<file path="src/rtl/load_store_unit.sv">
// Load/store unit between the execute stage and the shared memory bus.
// Aligns accesses to bus words, builds byte-lane masks, extends load data and splits straddling accesses into two beats.
module load_store_unit #(
   parameter int DATA_W           = 32,
   parameter int ADDR_W           = 32,
   parameter int ALLOW_MISALIGNED = 1
) (
   input  logic                  clk,
   input  logic                  reset_ni,
   input  logic                  req_valid_i,
   output logic                  req_ready_o,
   input  logic                  req_we_i,
   input  logic [ADDR_W-1:0]     req_addr_i,
   input  logic [1:0]            req_size_i,
   input  logic                  req_sext_i,
   input  logic [DATA_W-1:0]     req_wdata_i,
   output logic                  rsp_valid_o,
   output logic [DATA_W-1:0]     rsp_rdata_o,
   output logic                  rsp_fault_o,
   output logic                  sel_o,
   output logic [ADDR_W-1:0]     addr_o,
   output logic                  we_o,
   output logic [DATA_W/8-1:0]   wr_mask_o,
   output logic [DATA_W-1:0]     data_out_o,
   input  logic [DATA_W-1:0]     data_in_i,
   input  logic                  ack_i
);

   localparam int BYTES = DATA_W / 8;
   localparam int OFF_W = $clog2(BYTES);

   localparam logic [2:0] S_IDLE = 3'd0;
   localparam logic [2:0] S_BUS1 = 3'd1;
   localparam logic [2:0] S_GAP  = 3'd2;
   localparam logic [2:0] S_BUS2 = 3'd3;
   localparam logic [2:0] S_RESP = 3'd4;

   logic [2:0]            state;
   logic [OFF_W-1:0]      off_q;
   logic [1:0]            size_q;
   logic                  sext_q;
   logic                  we_q;
   logic [2*BYTES-1:0]    mask_q;
   logic [2*DATA_W-1:0]   wword_q;
   logic [DATA_W-1:0]     lo_q;

   logic [OFF_W-1:0]      req_off;
   logic [3:0]            nb;
   logic [2*BYTES-1:0]    base_mask;
   logic [2*BYTES-1:0]    acc_mask;
   logic [2*DATA_W-1:0]   acc_word;
   logic                  misaligned;
   logic                  acc_fault;

   assign req_ready_o = (state == S_IDLE);

   // Lane mask, shifted store word and fault decision for the request being offered.
   always_comb begin
      req_off   = req_addr_i[OFF_W-1:0];
      nb        = 4'd1 << req_size_i;
      base_mask = '0;
      for (int i = 0; i < 2*BYTES; i++) begin
         base_mask[i] = (i < int'(nb));
      end
      acc_mask   = base_mask << req_off;
      acc_word   = {{DATA_W{1'b0}}, req_wdata_i} << {req_off, 3'b000};
      misaligned = |({1'b0, req_addr_i[2:0]} & (nb - 4'd1));
      acc_fault  = ((req_size_i == 2'd3) && (DATA_W < 64)) ||
                   ((ALLOW_MISALIGNED == 0) && misaligned);
   end

   logic [DATA_W-1:0] hi_src;
   logic [DATA_W-1:0] lo_src;
   logic [DATA_W-1:0] joined;
   logic              sign_bit;
   int                nbits;
   logic [DATA_W-1:0] load_result;

   // The final beat's data is used straight off the bus so the response can be registered at the ack edge.
   always_comb begin
      hi_src   = (state == S_BUS2) ? data_in_i : '0;
      lo_src   = (state == S_BUS2) ? lo_q : data_in_i;
      joined   = DATA_W'({hi_src, lo_src} >> {off_q, 3'b000});
      nbits    = 8 << size_q;
      case (size_q)
         2'd0:    sign_bit = joined[7];
         2'd1:    sign_bit = joined[15];
         2'd2:    sign_bit = joined[31];
         default: sign_bit = joined[DATA_W-1];
      endcase
      load_result = '0;
      for (int i = 0; i < DATA_W; i++) begin
         load_result[i] = (i < nbits) ? joined[i] : (sext_q & sign_bit);
      end
      if (we_q) begin
         load_result = '0;
      end
   end

   always_ff @(posedge clk) begin
      if (!reset_ni) begin
         state       <= S_IDLE;
         sel_o       <= 1'b0;
         we_o        <= 1'b0;
         addr_o      <= '0;
         wr_mask_o   <= '0;
         data_out_o  <= '0;
         rsp_valid_o <= 1'b0;
         rsp_fault_o <= 1'b0;
         rsp_rdata_o <= '0;
         off_q       <= '0;
         size_q      <= '0;
         sext_q      <= 1'b0;
         we_q        <= 1'b0;
         mask_q      <= '0;
         wword_q     <= '0;
         lo_q        <= '0;
      end else begin
         case (state)
            S_IDLE: begin
               if (req_valid_i) begin
                  off_q   <= req_off;
                  size_q  <= req_size_i;
                  sext_q  <= req_sext_i;
                  we_q    <= req_we_i;
                  mask_q  <= acc_mask;
                  wword_q <= acc_word;
                  if (acc_fault) begin
                     state       <= S_RESP;
                     rsp_valid_o <= 1'b1;
                     rsp_fault_o <= 1'b1;
                     rsp_rdata_o <= '0;
                  end else begin
                     state      <= S_BUS1;
                     sel_o      <= 1'b1;
                     we_o       <= req_we_i;
                     addr_o     <= {req_addr_i[ADDR_W-1:OFF_W], {OFF_W{1'b0}}};
                     wr_mask_o  <= acc_mask[BYTES-1:0];
                     data_out_o <= acc_word[DATA_W-1:0];
                  end
               end
            end
            S_BUS1: begin
               if (sel_o && ack_i) begin
                  sel_o <= 1'b0;
                  we_o  <= 1'b0;
                  lo_q  <= data_in_i;
                  if (|mask_q[2*BYTES-1:BYTES]) begin
                     state <= S_GAP;
                  end else begin
                     state       <= S_RESP;
                     rsp_valid_o <= 1'b1;
                     rsp_rdata_o <= load_result;
                  end
               end
            end
            S_GAP: begin
               state      <= S_BUS2;
               sel_o      <= 1'b1;
               we_o       <= we_q;
               addr_o     <= addr_o + ADDR_W'(BYTES);
               wr_mask_o  <= mask_q[2*BYTES-1:BYTES];
               data_out_o <= wword_q[2*DATA_W-1:DATA_W];
            end
            S_BUS2: begin
               if (sel_o && ack_i) begin
                  sel_o       <= 1'b0;
                  we_o        <= 1'b0;
                  state       <= S_RESP;
                  rsp_valid_o <= 1'b1;
                  rsp_rdata_o <= load_result;
               end
            end
            S_RESP: begin
               state       <= S_IDLE;
               rsp_valid_o <= 1'b0;
               rsp_fault_o <= 1'b0;
               rsp_rdata_o <= '0;
            end
            default: state <= S_IDLE;
         endcase
      end
   end

endmodule
</file>
<file path="config.mk">
export PLATFORM = sky130hd
export DESIGN_NAME = load_store_unit
export DESIGN_NICKNAME = d
export VERILOG_FILES = /design/src/rtl/load_store_unit.sv
export SDC_FILE = /design/constraint.sdc
export NUM_CORES = 1
export LEC_CHECK = 0
export ABC_AREA = 0
export CAP_MARGIN = 20
export CORE_ASPECT_RATIO = 0.9
export CORE_UTILIZATION = 38
export CTS_CLUSTER_DIAMETER = 50
export DETAILED_ROUTE_END_ITERATION = 6
export PLACE_DENSITY = 0.67
export SYNTH_ARGS = -nofsm -noshare
export SYNTH_HDL_FRONTEND = slang
export SYNTH_SLANG_ARGS = --single-unit
export TNS_END_PERCENT = 30
</file>
<file path="constraint.sdc">
create_clock -name clk -period 2.9 [get_ports clk]
set_input_delay 0.58 -clock clk [delete_from_list [all_inputs] [get_ports clk]]
set_output_delay 0.58 -clock clk [all_outputs]
set_load 0.05 [all_outputs]
</file>
==> impl_metrics.csv <==
group,metric,value,unit
run_status,status,"finished, final reports clean",
sta,setup_viol,0,
placed_design,dp_hpwl,21.2,mm
yosys,ys_warn_count,0,
yosys,yosysUniqueCellTypes,68,
cells_and_area,nets,1422,
sta,clock_skew,0.0129,ns
clock_network,insertion_delay,0.44,ns
clock_network,htreeDepth,4,
power,ir_drop,0.386,mV
clock_network,clk_path_buf_depth,2,
yosys,synth_ff_type,"dfxtp_1",
floorplan,die_area,0.0256,sq mm
route,drt_iter0_drc,1074,
critical_path,crit_chain,"buf_4, nor3_1, clkdlybuf4s50_1",
grt,antenna_found_initial,0,
grt,grtUsageTotal,0.236,
route,vias,9640,
critical_path,crit-reg2reg-launch,"mask_q[4]",
sta,max_slew_margin,0.560,
clock_network,cts_resized,0,
clock_network,cts_made_buffers,17,
grt,grt_pass1_vias,8434,
route,drtPass1Iterations,6,
hold_path,min_to,"wword_q[53]",
critical_path,end_kind,"output pin",
sta,tns,0,ns
hold_path,worstHoldPathType,"register to register",
route,avgViaCountPerCell,5.89,
sta,final.setup.worst_slack,0.163,ns
critical_path,crit_slowest_cell,"clkdlybuf4s50_1",
sta,rsz0062_at_grt,"no",
yosys,async_flop_share,0,
critical_path,r2r_cells,5,
floorplan,start_util,0.389,
clock_network,hold_buffers,0,
cells_and_area,area_growth,31.9,%
route,final_antenna_net_count,0,
yosys,synthCells,1162,
critical_path,required,2.32,ns
critical_path,crit_fanout,14,
clock_network,clock_sinks,171,
floorplan,die_y,152,um
hold_path,hp-start,"wword_q[53]",
floorplan,die_w,168,um
sta,final-hold-violation-count,0,
yosys,ys_seq_area_frac,0.362,
hold_path,hold_depth,2,
critical_path,crit_buf_inv,2,
cells_and_area,num_antenna_cells,0,
placed_design,place_ws,0.0959,ns
yosys,yosysTopAreaCellShare,0.362,
yosys,synth_edf_count,0,
cells_and_area,final_cell_mix,"clkdlybuf4s50_1 (204), nand2_1 (190), dfxtp_1 (170)",
critical_path,cp.arrival,2.16,ns
power,p_leak,0.00443,uW
grt,grt_max_degree,68,
sta,finalCriticalPeriod,2.74,ns
critical_path,cpLargestDelayFamily,"buffers and inverters",
critical_path,criticalPathCategory,"register to output pin",
sta,clock.fmax,365,MHz
grt,grt_pass1_wl,47.5,mm
floorplan,ioPinCount,209,
yosys,syn_area,0.00947,sq mm
cells_and_area,fillerInstances,2330,
yosys,synth_area_leaders,"dfxtp_1 (36%), nand2_1 (7.5%), mux2i_1 (7.2%)",
flow_run,maxCapViolations,0,
critical_path,timing.rr.end,"rsp_rdata_o[22]",
floorplan,core-area,0.0243,sq mm
sta,period_share,0.944,
sta,tightestPinTransition,0.658,ns
floorplan,rows,54,
clock_network,clk_root_buffer_cell,"clkbuf_16",
cells_and_area,drive_above_1_share,0.107,
grt,overflow,0,
critical_path,start_kind,"register",
route,drt_wl_total,30.6,mm
placed_design,gp_congestion,0.892,
critical_path,critical-path-max-stage-delay,0.87,ns
yosys,syn_area_per_cell,8.15,sq um
sta,maxSlewViolCount,0,
clock_network,cts_tree,"built",
yosys,synth-seq-cells,171,
route,drcViolationCount,0,
route,wl_per_cell,18.7,um
critical_path,rrSetupSlack,0.56,ns
placed_design,io_buffers,206,
power,pwr_density_cell,525,mW/mm^2
cells_and_area,final_common_cell,"clkdlybuf4s50_1",
clock_network,cts_setup_buffers,0,
clock_network,clk_pin_slew,0.07,ns
yosys,yosysTopAreaCell,"dfxtp_1",
==> state kept, by name (all words and copies together), names as in the netlist, 2 cells and up <==
signal,count
addr_o,30
data_out_o,32
lo_q,32
mask_q,4
off_q,2
rsp_rdata_o,32
size_q,2
state,3
wr_mask_o,4
wword_q,24
==> report_power, final <==
group          total [uW]  internal, uW  switching, uW
combinational        1480           577            901
sequential           2590          2470            115
clock                2490          1390           1100
total                6560          4440           2120
==> per-layer routing <==
layer | GRT usage | wire length [um] | vias up
met3 | 0.0660 | 2620 | 35
met1 | 0.343 | 14300 | 4616
met5 | 0 | 0 | -
met2 | 0.343 | 13300 | 370
li1 | - | - | 4619
met4 | 0.0527 | 446 | 0
==> worst register-to-register path, delay by kind of cell (launching register included) <==
kind,cells,cell delay [ns]
and+or+nand+nor,2,0.99
DFF,1,0.34
AOI/OAI and AO/OA,3,0.91
==> metrics by stage <==
step	cells	util	instance area [sq um]	total power [uW]	hold WS, ns
CTS	1637	0.513	12500	6580	0.453
global placement	1605	0.488	11900	4090	0.438
floorplan	1163	-	9470	3530	0.432
detailed placement	1605	0.488	11900	4100	0.444
global route	1638	0.514	12500	6810	0.468
finish	1638	0.514	12500	6560	0.450
==> layout make-up <==
| cell class | count | area, sq um | share of cell area |
|---|---|---|---|
| Multi-Input combinational cell | 869 | 5550 | 0.445 |
| Sequential cell | 171 | 3420 | 0.274 |
| Timing Repair Buffer | 247 | 2460 | 0.197 |
| Clock buffer | 17 | 425 | 0.0341 |
| Tap cell | 308 | 385 | 0.0309 |
| Clock inverter | 15 | 200 | 0.0160 |
| Inverter | 11 | 43.8 | 0.00351 |
==> worst max path at each step <==
stage	cells after the start	startpoint	slack, ns	to
floorplan	7	state[0]	0.17	wword_q[40]
global placement	6	req_valid_i	0.20	rsp_rdata_o[22]
detailed placement	6	req_valid_i	0.1	rsp_rdata_o[26]
CTS	3	state[0]	0.16	req_ready_o
global route	3	state[0]	0.04	req_ready_o
finish	3	state[0]	0.16	req_ready_o
==> Yosys cell counts, types with 19 or more instances <==
master    number
mux4_2        19
dfxtp_1      171
a211oi_1      22
mux2i_1       68
nand2_1      190
a221oi_1      25
a21oi_1      126
nor2_1        61
o211ai_1      26
o21ai_0       45
nor3_1        51
nand3_1       52
clkbuf_1      72
buf_2         23
==> logic make-up after synthesis <==
logic type,synth area share
AND/OR/NAND/NOR,0.209
other,0.000396
multiplexers,0.137
adder cells (fa/ha/maj),0.00132
AO/OA/AOI/OAI,0.236
flip-flops,0.362
buffers and inverters,0.0547
No activity file was read; power rests on OpenSTA's default activity.
